### config.mk
export PLATFORM = sky130hd
export DESIGN_NAME = reg_file_2r1w
export DESIGN_NICKNAME = d
export VERILOG_FILES = /design/src/rtl/cpu_pkg.sv /design/src/rtl/wr_decoder.sv /design/src/rtl/reg_file_2r1w.sv
export SDC_FILE = /design/constraint.sdc
export NUM_CORES = 2
export LEC_CHECK = 0
export CELL_PAD_IN_SITES_DETAIL_PLACEMENT = 0
export CELL_PAD_IN_SITES_GLOBAL_PLACEMENT = 2
export CORE_MARGIN = 1
export CORE_UTILIZATION = 50
export DETAILED_ROUTE_END_ITERATION = 6
export HOLD_SLACK_MARGIN = 0.02
export PLACE_DENSITY_LB_ADDON = 0.1
export SLEW_MARGIN = 20
export SYNTH_ARGS = -nofsm -noshare
export SYNTH_HDL_FRONTEND = slang
export SYNTH_SLANG_ARGS = --single-unit
### constraint.sdc
create_clock -name clk -period 3.25 [get_ports clk]
set_input_delay 0.325 -clock clk [delete_from_list [all_inputs] [get_ports clk]]
set_output_delay 0.325 -clock clk [all_outputs]
set_load 0.02 [all_outputs]
### src/rtl/cpu_pkg.sv
// Shared CPU-wide widths and types for the integer datapath.
// Entry 0 of the register file is the architectural zero register.
package cpu_pkg;

    localparam int DATA_W = 32;
    localparam int ADDR_W = 5;
    localparam int DEPTH  = 1 << ADDR_W;

    typedef logic [ADDR_W-1:0] reg_addr_t;
    typedef logic [DATA_W-1:0] word_t;

    localparam reg_addr_t REG_ZERO = '0;

endpackage : cpu_pkg

### src/rtl/wr_decoder.sv
// One-hot write-enable decoder: the demux counterpart of the read-side selection.
// Bit 0 is tied low so the zero register can never be loaded.
module wr_decoder
    import cpu_pkg::*;
#(
    parameter int N_ADDR  = cpu_pkg::ADDR_W,
    parameter int N_DEPTH = cpu_pkg::DEPTH
) (
    input  logic               en,
    input  logic [N_ADDR-1:0]  addr,
    output logic [N_DEPTH-1:0] onehot
);

    always_comb begin
        onehot = '0;
        for (int i = 1; i < N_DEPTH; i++) begin
            onehot[i] = en && (addr == N_ADDR'(i));
        end
    end

endmodule : wr_decoder

### src/rtl/reg_file_2r1w.sv
// 32x32 integer register file, two combinational read ports and one write port,
// with write-first bypass so a WB write is visible to an ID read in the same cycle.
module reg_file_2r1w
    import cpu_pkg::*;
#(
    parameter int DATA_W = cpu_pkg::DATA_W,
    parameter int ADDR_W = cpu_pkg::ADDR_W,
    parameter int DEPTH  = cpu_pkg::DEPTH
) (
    input  logic              clk,
    input  logic              rst_n,
    input  logic              we,
    input  logic [ADDR_W-1:0] waddr,
    input  logic [DATA_W-1:0] wdata,
    input  logic [ADDR_W-1:0] raddr1,
    input  logic [ADDR_W-1:0] raddr2,
    output logic [DATA_W-1:0] rdata1,
    output logic [DATA_W-1:0] rdata2
);

    if (DEPTH != (1 << ADDR_W)) begin : g_depth_check
        $error("reg_file_2r1w: DEPTH must equal 2**ADDR_W");
    end

    logic [DEPTH-1:0]  wen;
    logic [DATA_W-1:0] regs_q   [DEPTH-1:1];
    logic [DATA_W-1:0] regs_view[DEPTH];
    logic              wr_live;
    logic              byp1;
    logic              byp2;

    wr_decoder #(
        .N_ADDR  (ADDR_W),
        .N_DEPTH (DEPTH)
    ) u_wr_decoder (
        .en     (we),
        .addr   (waddr),
        .onehot (wen)
    );

    // An X on we propagates into wen; if (X) takes no branch, so entries hold.
    always_ff @(posedge clk or negedge rst_n) begin
        if (!rst_n) begin
            for (int i = 1; i < DEPTH; i++) begin
                regs_q[i] <= '0;
            end
        end else begin
            for (int i = 1; i < DEPTH; i++) begin
                if (wen[i]) begin
                    regs_q[i] <= wdata;
                end
            end
        end
    end

    always_comb begin
        regs_view[0] = '0;
        for (int i = 1; i < DEPTH; i++) begin
            regs_view[i] = regs_q[i];
        end
    end

    // Bypass is suppressed during reset so reads are 0 even with a write pending.
    always_comb begin
        wr_live = 1'b0;
        if (rst_n && we && (waddr != REG_ZERO)) begin
            wr_live = 1'b1;
        end
        byp1 = wr_live && (waddr == raddr1);
        byp2 = wr_live && (waddr == raddr2);
    end

    always_comb begin
        rdata1 = '0;
        rdata2 = '0;
        if (rst_n) begin
            if (byp1) begin
                rdata1 = wdata;
            end else begin
                rdata1 = regs_view[raddr1];
            end
            if (byp2) begin
                rdata2 = wdata;
            end else begin
                rdata2 = regs_view[raddr2];
            end
        end
    end

    we_known_a : assert property (@(posedge clk) disable iff (!rst_n) !$isunknown(we))
        else $warning("reg_file_2r1w: we is unknown, write suppressed");

endmodule : reg_file_2r1w

==> reports/metrics.cfg <==
[power_and_ir_drop]
power.share.switching_pct=28.20
leakage_nw=28.02
ir_drop_mv=0.4158
p_per_area_mw_per_mm2=597.7
power_frac_seq_pct=44.0
p_int_mw=27.21
power_frac_comb_pct=21.8
clockPowerShare_pct=34.2
p_switching_mw=10.69
total_power_mw=37.90

[critical_path]
r2r-start=regs_q[382]
required_ns=2.92
crit_fanout=3
worstSetupPathType=flip-flop to primary output
crit_arrival_ns=2.86
end_kind=primary output
startpoint=regs_q[85]
critPathLaunchType=flip-flop

[yosys]
syn_nets=3984
synth_top_area_share_pct=45.47
ys_ff_latch=992
synth_top_flop_cell=dfrtp_1
yosysUniqueCellTypes=60
synth_common_cells=mux2_2 (1096), dfrtp_1 (992), mux4_2 (290)
synth_edf_count=0
synth_warnings=0
ys_seq_area_share_pct=45.47
synth_area_mm2=0.05459
synth_area_per_cell_um2=13.88
yosys.area.top_type=dfrtp_1
synth.most_common_cell=mux2_2
synthArstFlopShare_pct=100.0
ys_top_cells_by_area=dfrtp_1 (45%), mux2_2 (23%), mux4_2 (12%)
syn_inst=3934

[floorplanning]
rows=120
core_area_mm2=0.1077
dieArea_mm2=0.1105
die_w_um=332.4
die_y_um=332.4
ios=114
start_util_pct=50.71

[drt]
routed_wl_um=198900
vias=38850
drt-initial-drc-count=3917
drtAntennaViolNets=0
viasPerCell=6.925
route.detailed.drc=0
first_pass_iters=7
drt-wirelength-per-cell_um=35.46

[final_layout]
top_register=regs_q
reg.largest.list=regs_q: 992 flops
drive_gt1_share_pct=49.27
area_delta_synth_final_pct=16.15
fill_cells=8381
finalCoreUtilization_pct=58.90
final_nets=4159
largest_reg_flops=992

[clock_network]
path_clk_slew_ns=0.06
cts_tree=yes
htree_levels=3
clockRootBuffer=clkbuf_16
numCtsBuffers=111
cts.sinks=992
clk_latency_ns=0.71
cts_buffer_depth=3

[global_route]
grt_usage_pct=36.05
antenna_found_initial=8
grt_pass1_vias=40730
grt_max_degree=174
grt_pass1_wl_um=289700
overflow=0

[timing]
fin_crit_sh_pct=98.07
timing.hold.ws_ns=0.1100
rsz0062_at_grt=false
post-route-min-period_ns=3.187
setup_viol=0
slew_headroom_pct=27.26
slew_violations=0
finalWorstSetupSlack_ns=0.06281
worstMarginPinSlew_ns=1.091
hold_violations=0
skew_ns=0
max_freq_ghz=0.3138
setup_tns_ns=0

[run]
maxCapViolCount=0

[placement]
port_buffers=113
post-dp-hpwl_um=122800
detailedPlace.worstSlack_ns=-0.1384
gp_congestion=0.8659

[min_path]
min_path_type=input port to asynchronous set/reset pin

[run_status]
outcome=complete, no violations

## metal layers
metal,track usage (%),wire length [µm],share of wire (%)
met5,0.4342,92,0.046
met4,13.38,7724,3.9
met2,54.40,89500,45
met3,8.640,17120,8.6
met1,50.54,84480,42
## area by class of cell
class	count	area, µm²	share of cell area [%]
Tap cell	1403	1755	2.769
Sequential cell	992	24820	39.15
Inverter	9	33.78	0.05328
Clock inverter	26	277.8	0.4381
Antenna cell	4	10.01	0.01579
Clock buffer	181	3497	5.515
Multi-Input combinational cell	2499	27790	43.83
Timing Repair Buffer	496	5218	8.229
## stage by stage
step           instances  cell area (µm²)
2_1_floorplan       3934            54590
3_3_place_gp        5397            59400
3_5_place_dp        5397            59400
4_1_cts             5606            63320
5_1_grt             5606            63400
6_report            5610            63410
## worst paths after layout
check | end | slack, ns | cells after the start
setup / recovery | rdata2[21] | 0.06 | 7
hold reg to reg | regs_q[353] | 0.50 | 1
min in group clk | regs_q[655] | 0.35 | 2
hold / removal | regs_q[489] | 0.11 | 2
max in group asynchronous | regs_q[337] | 1.15 | 4
setup reg to reg | regs_q[382] | 2.42 | 1
## kinds of logic (layout without fill, tap and decap cells)
kind of cell | count (synthesis) | in the layout | synth area share (%)
mux | 1714 | 1714 | 40.91
simple gates | 230 | 230 | 1.976
flops | 992 | 992 | 45.47
compound gates | 545 | 545 | 7.261
other cells | 0 | 4 | 0
xor+xnor | 10 | 10 | 0.1605
buf+inv | 443 | 712 | 4.220
## what timing repair did
| action | 4_1_cts | 5_1_grt |
|---|---|---|
| hold buffers | 1 | 0 |
| gates resized for setup | 41 | 28 |
| cloned | 1 | 0 |
| pin swaps | 0 | 1 |
| endpoints found under the setup margin | 33 | 23 |
| buffers inserted | 0 | 0 |
| hold endpoints to repair | 113 | 0 |
## critical path, cell delays in order, from the launching register on
cell and delay [ns]:
dfrtp_1 0.40, mux2_2 0.28, a22oi_1 0.19, nor2_1 0.08, o311ai_2 0.39, buf_4 0.19
a31oi_1 0.08, clkdlybuf4s50_1 0.55
## placed cells by master, fill, tap and decap left out, types with 16 or more instances in the layout
cell type | netlist | layout
clkbuf_1 | 194 | 30
clkinv_2 | 0 | 16
nor2_1 | 81 | 69
a221o_1 | 17 | 17
mux2i_1 | 278 | 278
clkdlybuf4s50_1 | 0 | 47
a21oi_1 | 47 | 47
and2_1 | 20 | 19
dfrtp_1 | 992 | 992
clkbuf_8 | 0 | 35
mux2_1 | 20 | 20
buf_4 | 38 | 305
mux2_2 | 1096 | 1096
dlygate4sd2_1 | 0 | 20
dlymetal6s2s_1 | 0 | 18
o21ai_0 | 74 | 73
o221ai_1 | 33 | 33
nand2_1 | 73 | 62
a221oi_1 | 28 | 25
a22oi_1 | 85 | 85
a41oi_1 | 36 | 35
o31ai_1 | 17 | 17
buf_12 | 3 | 93
a31oi_1 | 27 | 27
mux2_4 | 30 | 30
clkbuf_16 | 0 | 116
mux4_2 | 290 | 290
o22ai_1 | 65 | 65
o22a_1 | 18 | 18
## power by group through the flow
stage          combinational [mW]  clock, mW  sequential (mW)
2_1_floorplan                5.86          0             16.1
3_3_place_gp                 7.93          0             16.4
3_5_place_dp                 8.17          0             16.8
4_1_cts                      8.23       13.2             16.6
5_1_grt                      8.77       13.6             16.9
6_report                     8.26       13.0             16.7
Power figures use the tool's default switching activity.
